`config.mk`:
```
export PLATFORM = sky130hd
export DESIGN_NAME = stream_stim_gen
export DESIGN_NICKNAME = d
export VERILOG_FILES = /design/src/rtl/stream_stim_gen.sv
export SDC_FILE = /design/constraint.sdc
export NUM_CORES = 1
export LEC_CHECK = 0
export CAP_MARGIN = 5
export CORE_MARGIN = 3
export CORE_UTILIZATION = 32
export CTS_CLUSTER_SIZE = 25
export DETAILED_ROUTE_END_ITERATION = 6
export SETUP_SLACK_MARGIN = 0.2
export SYNTH_ARGS = -nofsm -noshare
export SYNTH_HDL_FRONTEND = slang
export SYNTH_SLANG_ARGS = --single-unit
```
`constraint.sdc`:
```
create_clock -name clk -period 2.9 [get_ports clk]
set_input_delay 0.58 -clock clk [delete_from_list [all_inputs] [get_ports clk]]
set_output_delay 0.58 -clock clk [all_outputs]
set_load 0.01 [all_outputs]
```
`src/rtl/stream_stim_gen.sv`:
```
// stream_stim_gen: deterministic valid/ready stimulus source
//
// Emits `length` beats of a counter, LFSR, walking-rotate or constant
// pattern starting from `seed`. An abort shortens the run: the next
// beat presented after it is marked last.
//
// Parameters: DATA_W (>=2), CNT_W, LFSR_POLY (Galois mask).
// Ports:
//   clk, rst_n               clock, async active-low reset
//   start, abort             run control
//   mode, seed, length       run setup, latched at start
//   busy, done, sent_count   run status
//   m_valid/m_ready/m_data/m_last  output stream
// Optional: `define STREAM_STIM_GEN_GAP_EN adds input gap[7:0], which
// inserts that many idle cycles after every non-final beat.

module stream_stim_gen #(
    parameter int DATA_W = 32,
    parameter int CNT_W  = 16,
    parameter logic [DATA_W-1:0] LFSR_POLY = DATA_W'(32'h8020_0003)
) (
    input  logic              clk,
    input  logic              rst_n,
    input  logic              start,
    input  logic              abort,
    input  logic [1:0]        mode,
    input  logic [DATA_W-1:0] seed,
    input  logic [CNT_W-1:0]  length,
`ifdef STREAM_STIM_GEN_GAP_EN
    input  logic [7:0]        gap,
`endif
    output logic              busy,
    output logic              done,
    output logic [CNT_W-1:0]  sent_count,
    output logic              m_valid,
    input  logic              m_ready,
    output logic [DATA_W-1:0] m_data,
    output logic              m_last
);

    typedef enum logic [1:0] {
        S_IDLE,
        S_SEND,
        S_GAP,
        S_DONE
    } state_t;

    state_t            state_q;
    logic [1:0]        mode_q;
    logic [DATA_W-1:0] data_q;
    logic [CNT_W-1:0]  remain_q;
    logic [CNT_W-1:0]  cnt_q;
    logic              abort_q;
    logic              valid_q;
    logic              last_q;
    logic              busy_q;
    logic              done_q;
`ifdef STREAM_STIM_GEN_GAP_EN
    logic [7:0]        gap_q;
    logic [7:0]        gcnt_q;
`endif

    function automatic logic [DATA_W-1:0] advance(
        input logic [1:0]        md,
        input logic [DATA_W-1:0] d
    );
        logic [DATA_W-1:0] r;
        r = d;
        unique case (md)
            2'd0: r = d + DATA_W'(1);
            2'd1: r = (d >> 1) ^ (d[0] ? LFSR_POLY : '0);
            2'd2: r = {d[DATA_W-2:0], d[DATA_W-1]};
            default: r = d;
        endcase
        return r;
    endfunction

    logic              hs;
    logic [DATA_W-1:0] data_d;
    logic [DATA_W-1:0] seed_d;
    logic [CNT_W-1:0]  cnt_d;
    logic              last_d;

    assign hs     = valid_q & m_ready;
    assign data_d = advance(mode_q, data_q);
    // An all-zero LFSR state would lock up, so seed 0 becomes 1.
    assign seed_d = (mode == 2'd1 && seed == '0) ? DATA_W'(1) : seed;
    assign cnt_d  = (&cnt_q) ? cnt_q : cnt_q + CNT_W'(1);
    // Next beat is final if only one remains or an abort is in flight.
    assign last_d = (remain_q == CNT_W'(2)) | abort | abort_q;

    always_ff @(posedge clk or negedge rst_n) begin
        if (!rst_n) begin
            state_q  <= S_IDLE;
            mode_q   <= '0;
            data_q   <= '0;
            remain_q <= '0;
            cnt_q    <= '0;
            abort_q  <= 1'b0;
            valid_q  <= 1'b0;
            last_q   <= 1'b0;
            busy_q   <= 1'b0;
            done_q   <= 1'b0;
`ifdef STREAM_STIM_GEN_GAP_EN
            gap_q    <= '0;
            gcnt_q   <= '0;
`endif
        end else begin
            unique case (state_q)
                S_IDLE: begin
                    done_q <= 1'b0;
                    if (start) begin
                        mode_q   <= mode;
                        data_q   <= seed_d;
                        remain_q <= length;
                        cnt_q    <= '0;
                        abort_q  <= 1'b0;
                        busy_q   <= 1'b1;
`ifdef STREAM_STIM_GEN_GAP_EN
                        gap_q    <= gap;
`endif
                        if (length == '0) begin
                            state_q <= S_DONE;
                            done_q  <= 1'b1;
                        end else begin
                            state_q <= S_SEND;
                            valid_q <= 1'b1;
                            last_q  <= (length == CNT_W'(1));
                        end
                    end
                end
                S_SEND: begin
                    if (abort) abort_q <= 1'b1;
                    if (hs) begin
                        cnt_q <= cnt_d;
                        if (last_q) begin
                            valid_q <= 1'b0;
                            last_q  <= 1'b0;
                            done_q  <= 1'b1;
                            state_q <= S_DONE;
                        end else begin
                            data_q   <= data_d;
                            remain_q <= remain_q - CNT_W'(1);
                            last_q   <= last_d;
`ifdef STREAM_STIM_GEN_GAP_EN
                            if (gap_q != 8'd0) begin
                                valid_q <= 1'b0;
                                gcnt_q  <= gap_q;
                                state_q <= S_GAP;
                            end
`endif
                        end
                    end
                end
`ifdef STREAM_STIM_GEN_GAP_EN
                S_GAP: begin
                    // Nothing is presented, so an abort can mark the
                    // upcoming beat last right away.
                    if (abort) begin
                        abort_q <= 1'b1;
                        last_q  <= 1'b1;
                    end
                    if (gcnt_q == 8'd1) begin
                        valid_q <= 1'b1;
                        state_q <= S_SEND;
                    end else begin
                        gcnt_q <= gcnt_q - 8'd1;
                    end
                end
`endif
                S_DONE: begin
                    done_q  <= 1'b0;
                    busy_q  <= 1'b0;
                    state_q <= S_IDLE;
                end
                default: state_q <= S_IDLE;
            endcase
        end
    end

    assign busy       = busy_q;
    assign done       = done_q;
    assign sent_count = cnt_q;
    assign m_valid    = valid_q;
    assign m_data     = data_q;
    assign m_last     = last_q;

endmodule
```
==> metrics.yaml, run 1 <==
multi_input_area_mm2: 0.003142
synth_flop_cell: "dfrtp_1"
ios: 107
die_w_um: 134.4
switching_share_pct: 48.23
ys.warnings.count: 0
viasPerCell: 6.021
path_delay_family: "simple AND/OR/NAND/NOR gates"
end_kind: "flip-flop"
seqPwrFrac_pct: 27.9
cts_tree: "done"
cp.depth: 6
antenna_found_initial: 0
combPwrFrac_pct: 57.4
met3WireLength_mm: 1.337
drt_iter0_drc: 588
drcViolationCount: 0
htree_levels: 3
hp-class: "in2async"
yosys.area_share.xor_xnor_pct: 4.314
slowest_delay_ns: 0.66
crit_type: "reg2reg"
path_buf_inv: 0
first_pass_iters: 6
clk_path_buf_depth: 2
antenna_left: 0
synth_top_family_by_area: "compound AO/OA/AOI/OAI gates"
synth_mux_area_share_pct: 0.1896
final_common_cell: "clkdlybuf4s50_1"
place_congestion: 0.8506
seq_area_frac_synth_pct: 34.61
max_freq_mhz: 409.7
slew_headroom_pct: 51.27
place_ws_ns: 0.3446
finalCritPeriodShare_pct: 84.16
die-area_mm2: 0.01807
grt_first_pass_wirelength_mm: 29.64
clock_sinks: 73
clk_pin_slew_ns: 0.07
period_minus_slack_ns: 2.441
post_cts_buffers: 0
powerDensity_mw_per_mm2: 1144
crit_path_cell_trace: "ha_1 > nand4_1 > or4_1 > nor3_1 > o31ai_1 > a22o_1"
syn2layout_area_growth_pct: 29.77
grt_max_degree: 74
synth-adder-area-share_pct: 1.659
outcome: "completed"
portBuffers: 106
die_h_um: 134.4
hold_viol_final: 0
synthArstFlopShare_pct: 100.0
path_max_fanout: 7
grt_pass1_vias: 5594
vias: 5792
dp.cells: 946
ctsResizeCount: 0
yosys.area_share.simple_pct: 23.92
cp.required_ns: 3.14
synth_compound_area_share_pct: 29.34
drv_slew: 0
synth_edf_count: 0
clkPwrFrac_pct: 14.7
routed.top_layer: "met4"
peakVddDrop_uv: 811.4
arrival_ns: 2.68
diodes: 0
syn_inst: 655
clockRootBuffer: "clkbuf_16"
seq_area_mm2: 0.001827
r2r_cells: 6
met2_length_mm: 8.582
grt_usage_pct: 20.27
wl_per_cell_um: 19.08
grt_remaining_overflow: 0
cts_hold_buf: 0
syn_area_mm2: 0.005279
mostFrequentLayoutCells: "105 x clkdlybuf4s50_1, 73 x dfrtp_1, 62 x a21oi_1"
finalWorstSetupSlack_ns: 0.4594
final.setup.tns_ns: 0
wirelength_mm: 18.36
crit_path_start_kind: "flip-flop"
fillers: 1583
internal_power_mw: 4.056
layout-drive-gt1-share_pct: 6.434
numCtsBuffers: 9
setup_viol: 0
ys_ff_latch: 73
fin_worst_skew_ns: 0.006557
layout.cells.non_filler: 962
postSynthAreaPerCell_um2: 8.059
rsz0062_at_grt: "no"
num_rows: 46
start_util_pct: 32.99
nets: 803
hpwl_mm: 12.69
leakagePower_nw: 2.508
clock_latency_ns: 0.35
core_mm2: 0.01600
cp_slowest_cell: "or4_1"
synth.distinct_cells: 59
max_slew.worst_pin.slew_ns: 0.7249
synthesis.nets: 717
met1_length_mm: 7.945
p_switching_mw: 3.778
drv_cap: 0
## worst register-to-register path, cell delays in order, from the launching register on
cell,delay (ns)
dfrtp_1,0.51
ha_1,0.30
nand4_1,0.21
or4_1,0.66
nor3_1,0.35
o31ai_1,0.12
a22o_1,0.19
## worst paths after layout
kind                                start       endpoint  slack [ns]
worst max-delay path            m_data[1]     m_data[24]        0.46
worst min-delay path                rst_n  sent_count[4]        0.26
worst max register to register  m_data[1]     m_data[24]        0.46
worst min register to register    abort_q        abort_q        0.51
max in group asynchronous           rst_n      m_data[3]        2.31
min in group clk                  abort_q        abort_q        0.51
## cells in the mapped netlist, types with 9 or more instances
library cell,instances,area share (%)
a211oi_1,14,2.0
a21oi_1,62,5.9
a221o_1,11,2.1
a221oi_1,11,1.8
a22oi_1,15,2.1
a31oi_1,16,1.9
and3_1,10,1.2
clkbuf_1,32,2.3
dfrtp_1,73,35
inv_1,12,0.85
nand2_1,55,3.9
nand3_1,23,2.2
nand4_1,19,2.3
nor2_1,61,4.3
nor3_1,17,1.6
nor4_1,16,1.9
o211ai_1,12,1.7
o21ai_0,54,5.1
o31ai_1,9,1.3
xnor2_1,12,2.0
xor2_1,14,2.3
## layer usage
metal,up-vias,GRT usage [%]
met4,0,7.862
met1,2800,27.13
met2,283,32.01
li1,2666,-
met3,43,4.501
met5,-,0
## registers in the layout, indices dropped and copies added (netlist names)
signal / flops
done: 1
m_valid: 1
abort_q: 1
m_data: 32
m_last: 1
mode_q: 2
state_q: 2
remain_q: 16
sent_count: 16
busy: 1
## kinds of logic after synthesis
| group | Yosys count |
|---|---|
| and+or+nand+nor | 243 |
| adders and majority gates | 7 |
| xor gates and xnor gates | 26 |
| buffers and inverters | 68 |
| muxes | 1 |
| AOI/OAI and AO/OA | 237 |
| DFF | 73 |
## power groups by stage
stage	Combinational [mW]	Clock, mW	Sequential (mW)
detailed placement	4.44	0	2.17
CTS	4.47	1.16	2.16
floorplan	3.02	0	2.00
global placement	4.33	0	2.15
finish	4.50	1.15	2.18
global route	4.98	1.21	2.27
## area by class of cell
type                    instances  share of cell area, %
flip-flops and latches         73                  26.67
clock buffers                  10                  3.342
inverters                      12                 0.6575
clock inverters                 6                  1.005
repair buffers                131                  18.52
well taps                     216                  3.945
multi-input cells             514                  45.86
## per-stage QoR
step	util, %	power, mW	hold slack (ns)	cell area (um^2)
global route	42.81	8.459	0.2764	6850
floorplan	-	5.018	0.2844	5279
CTS	42.81	7.794	0.2854	6850
detailed placement	40.95	6.614	0.4850	6553
finish	42.81	7.834	0.2627	6850
global placement	40.95	6.481	0.4820	6553
Power figures use the tool's default switching activity.
==> run 2, diff against run 1 <==
==> constraint.sdc (replaced) <==
create_clock -name clk -period 2.34 [get_ports clk]
set_input_delay 0.468 -clock clk [delete_from_list [all_inputs] [get_ports clk]]
set_output_delay 0.468 -clock clk [all_outputs]
set_load 0.01 [all_outputs]
==> run 2 against run 1 <==
  * Die area is the same
  * Power up 34%
  * Critical path type unchanged
  * Flip-flop and latch count unchanged
  * Global-route usage barely moved
  * Final cell count increased by 2.8%
  * Maximum frequency is 14% higher
  * Highest routed layer unchanged
  * Non-clock buffer count increased by 28
  * Combinational power is 41% higher
  * Sequential share of layout area down 1.4 points
  * First-iteration DRC count rose by 32%
  * Critical endpoint is now m_data[21]
  * Worst setup slack lost 0.26 ns
==> metrics.yaml, run 2 (synthesis gave the netlist of run 1 again) <==
outcome: "completed"
peakVddDrop_uv: 567.8
max_freq_mhz: 466.9
slowest_delay_ns: 0.54
path_delay_family: "simple AND/OR/NAND/NOR gates"
cp.required_ns: 2.60
cp_slowest_cell: "or4b_4"
fin_util_pct: 45.25
die_h_um: 134.4
mostFrequentLayoutCells: "105 x clkdlybuf4s50_1, 71 x dfrtp_1, 62 x a21oi_1"
crit_type: "reg2reg"
p_switching_mw: 4.826
core_mm2: 0.01600
leakagePower_nw: 2.700
hp-class: "in2async"
antenna_found_initial: 0
drcViolationCount: 0
diodes: 0
slew_headroom_pct: 65.06
period_minus_slack_ns: 2.142
r2r_setup_slack_ns: 0.20
numCtsBuffers: 9
htree_levels: 3
r2r_cells: 8
clockRootBuffer: "clkbuf_16"
grt_max_degree: 74
max_slew.worst_pin.slew_ns: 0.5193
die-area_mm2: 0.01807
fin_worst_skew_ns: 0.01215
layout-drive-gt1-share_pct: 12.42
path_buf_inv: 3
grt_usage_pct: 20.27
end_kind: "flip-flop"
cts_tree: "done"
setup_viol: 0
nets: 831
power_mw: 10.53
seqPwrFrac_pct: 24.4
portBuffers: 106
finalCritPeriodShare_pct: 91.54
die_w_um: 134.4
hpwl_mm: 12.87
combPwrFrac_pct: 60.2
hold_viol_final: 0
clk_pin_slew_ns: 0.06
grt_first_pass_wirelength_mm: 29.95
path_max_fanout: 4
final.setup.tns_ns: 0
finalWorstSetupSlack_ns: 0.1980
grt_remaining_overflow: 0
final_common_cell: "clkdlybuf4s50_1"
antenna_left: 0
num_rows: 46
clock_latency_ns: 0.35
rsz0062_at_grt: "yes"
powerDensity_mw_per_mm2: 1454
crit_path_start_kind: "flip-flop"
start_util_pct: 32.99
wl_per_cell_um: 19.04
cts_hold_buf: 0
grt_pass1_vias: 5765
vias: 5882
crit_path_cell_trace: "inv_2 > ha_2 > or4b_4 > o211ai_1 > buf_4 > nor2_2 > buf_6 > a311oi_2"
arrival_ns: 2.40
drv_slew: 0
clkPwrFrac_pct: 15.4
internal_power_mw: 5.702
ios: 107
wirelength_mm: 18.83
place_congestion: 0.8863
place_ws_ns: -0.2004
r2r_end: "m_data[21]"
rr_startpoint: "mode_q[1]"
largest_reg_flops: 32
drv_cap: 0
clock_sinks: 73
syn2layout_area_growth_pct: 37.14
first_pass_iters: 6
switching_share_pct: 45.84
clk_path_buf_depth: 2
drt_iter0_drc: 774
viasPerCell: 5.947
==> run 2: changes by cell type in the layout (fill, tap and decap cells not counted), moves of 4 or more <==
cell / previous run / this run
ha_2: 0 / 4
buf_12: 2 / 6
buf_4: 23 / 44
ha_1: 7 / 3
==> run 2: worst max path at each step <==
stage	from	cells past startpoint	end
after floorplan	mode_q[1]	9	m_data[4]
after global placement	seed[0]	7	m_data[0]
after detailed placement	seed[0]	7	m_data[0]
after CTS	mode_q[0]	7	m_data[13]
after global routing	mode_q[1]	8	m_data[21]
final	mode_q[1]	8	m_data[21]
==> run 2: final cells by class <==
| cell class | instances | area (um^2) |
|---|---|---|
| Tap cell | 216 | 270.3 |
| Sequential cell | 73 | 1829 |
| Clock buffer | 10 | 229.0 |
| Clock inverter | 5 | 105.1 |
| Timing Repair Buffer | 159 | 1534 |
| Inverter | 12 | 45.04 |
| Fill cell | 1619 | 8761 |
| Multi-Input combinational cell | 514 | 3227 |
==> run 2: power groups by stage <==
stage | Clock (mW) | Combinational (mW) | Sequential (mW)
after global placement | 0 | 5.90 | 2.53
after CTS | 1.65 | 6.07 | 2.54
after global routing | 1.70 | 6.90 | 2.65
final | 1.62 | 6.34 | 2.57
after detailed placement | 0 | 6.00 | 2.56
after floorplan | 0 | 3.74 | 2.48
==> run 2: stage by stage <==
| step | area (um^2) | hold slack (ns) | std cells |
|---|---|---|---|
| finish | 7239 | 0.1431 | 989 |
| floorplan | 5279 | 0.1724 | 655 |
| global placement | 6748 | 0.4844 | 967 |
| global route | 7239 | 0.1924 | 989 |
| CTS | 7103 | 0.1765 | 983 |
| detailed placement | 6748 | 0.4999 | 967 |
==> run 2: what timing repair did <==
action                                  4_1_cts  5_1_grt
pin swaps                                     1        3
endpoints found under the setup margin        6       17
gates cloned                                  0        1
hold endpoints to repair                      0        0
resized for setup                             4       23
setup buffers                                 1        5
==> run 2: layer usage <==
| layer | global-route usage [%] | part of all wire, % |
|---|---|---|
| met5 | 0 | 0 |
| met2 | 33.16 | 48 |
| met3 | 4.764 | 7.2 |
| met1 | 26.92 | 43 |
| met4 | 5.600 | 1.9 |
==> run 3, diff against run 2 <==
--- a/config.mk
+++ b/config.mk
@@ -10,6 +10,7 @@
 export CORE_UTILIZATION = 32
 export CTS_CLUSTER_SIZE = 25
 export DETAILED_ROUTE_END_ITERATION = 6
+export MAX_ROUTING_LAYER = met4
 export SETUP_SLACK_MARGIN = 0.2
 export SYNTH_ARGS = -nofsm -noshare
 export SYNTH_HDL_FRONTEND = slang
==> run 3 against run 2 <==
  * Worst hold slack gained 0.018 ns
  * Core utilization shrank 0.28 points
  * Critical path type unchanged
  * Worst setup slack gained 0.039 ns
  * Largest cell class unchanged
  * Routed wire length shrank 1.7%
  * Combinational power shrank 3%
==> metrics.yaml, run 3 (synthesis gave the netlist of run 1 again) <==
largest_reg_flops: 32
max_freq_mhz: 475.6
fin_worst_skew_ns: 0.005842
cts_hold_buf: 0
critical_path.endpoint: "m_data[13]"
hpwl_mm: 12.79
placed_area_mm2: 0.006773
cp.depth: 8
path_max_fanout: 11
crit_path_start_kind: "flip-flop"
wl_per_cell_um: 18.68
path_delay_family: "simple AND/OR/NAND/NOR gates"
numCtsBuffers: 9
outcome: "completed"
grt_max_degree: 74
start_util_pct: 32.99
max_slew.worst_pin.slew_ns: 0.5546
end_kind: "flip-flop"
htree_levels: 3
peakVddDrop_uv: 590.8
grt_pass1_vias: 5708
setup_viol: 0
die-area_mm2: 0.01807
viasPerCell: 5.919
dp.cells: 972
crit_path_cell_trace: "inv_2 > ha_2 > or4b_4 > o211ai_1 > buf_4 > buf_6 > nor3_1 > a221o_1"
hp-class: "in2async"
layout-drive-gt1-share_pct: 11.23
holdWs_ns: 0.1614
r2r_end: "m_data[13]"
rr_startpoint: "mode_q[1]"
wirelength_mm: 18.51
rsz0062_at_grt: "yes"
antenna_found_initial: 0
mostFrequentLayoutCells: "105 x clkdlybuf4s50_1, 73 x dfrtp_1, 62 x a21oi_1"
final_common_cell: "clkdlybuf4s50_1"
clock_sinks: 73
vias: 5866
finalWorstSetupSlack_ns: 0.2374
place_ws_ns: -0.1297
portBuffers: 106
power_mw: 10.37
r2r_setup_slack_ns: 0.24
num_rows: 46
drv_cap: 0
powerDensity_mw_per_mm2: 1441
arrival_ns: 2.33
path_buf_inv: 3
grt_usage_pct: 20.88
clk_pin_slew_ns: 0.06
place_congestion: 0.8914
cts_tree: "done"
syn2layout_area_growth_pct: 36.29
crit_start: "mode_q[1]"
antenna_left: 0
nets: 832
leakagePower_nw: 2.707
layout.cells.non_filler: 991
clock_latency_ns: 0.35
crit_type: "reg2reg"
diodes: 0
clk_path_buf_depth: 2
slew_headroom_pct: 62.68
period_minus_slack_ns: 2.103
clockRootBuffer: "clkbuf_16"
first_pass_iters: 5
die_h_um: 134.4
cp.required_ns: 2.56
slowest_delay_ns: 0.52
grt_remaining_overflow: 0
fin_area_mm2: 0.007194
final.setup.tns_ns: 0
core_mm2: 0.01600
ios: 107
hold_viol_final: 0
drt_iter0_drc: 605
die_w_um: 134.4
r2r_cells: 8
grt_first_pass_wirelength_mm: 29.71
fin_util_pct: 44.96
drcViolationCount: 0
drv_slew: 0
finalCritPeriodShare_pct: 89.85
cp_slowest_cell: "or4b_4"
-- run 3: worst reg2reg max path: stages, from the launching register on --
cell,delay (ns)
dfrtp_1,0.41
inv_2,0.06
ha_2,0.17
or4b_4,0.52
o211ai_1,0.10
buf_4,0.18
buf_6,0.17
nor3_1,0.07
a221o_1,0.30
-- run 3: layout make-up --
type	instances	area (um^2)
fillers	1562	8806
multi-input cells	514	3201
flip-flops and latches	73	1827
repair buffers	160	1515
well taps	216	270.3
clock buffers	11	232.7
clock inverters	5	103.9
inverters	12	45.04
-- run 3: report_power, final --
group	leakage [nW]	total (mW)	internal, mW	switching, mW
clock network	0.164	1.61	1.04	0.568
logic	1.64	6.18	2.78	3.40
registers	0.900	2.58	1.80	0.782
total	2.71	10.4	5.62	4.75
-- run 3: worst min-delay path by stage --
| stage | from | endpoint | slack, ns | depth (start not counted) |
|---|---|---|---|---|
| 2_1_floorplan | rst_n | abort_q | 0.17 | 0 |
| 6_report | rst_n | sent_count[4] | 0.16 | 2 |
| 3_5_place_dp | abort_q | abort_q | 0.48 | 2 |
| 4_1_cts | rst_n | sent_count[4] | 0.17 | 2 |
| 3_3_place_gp | abort_q | abort_q | 0.47 | 2 |
| 5_1_grt | rst_n | sent_count[5] | 0.18 | 2 |
-- run 3: routing by layer --
layer	vias to the layer above	track usage [%]	routed length, um
met4	0	6.052	361
li1	2729	-	-
met1	2822	27.33	8090
met5	-	-	0
met3	35	4.539	1321
met2	280	32.68	8739
-- run 3: what timing repair did --
item                                    CTS  global route
setup buffers                             2             0
pin swaps                                 1             3
endpoints found under the setup margin    6            19
gates resized for setup                   4            13
gates cloned                              1             0
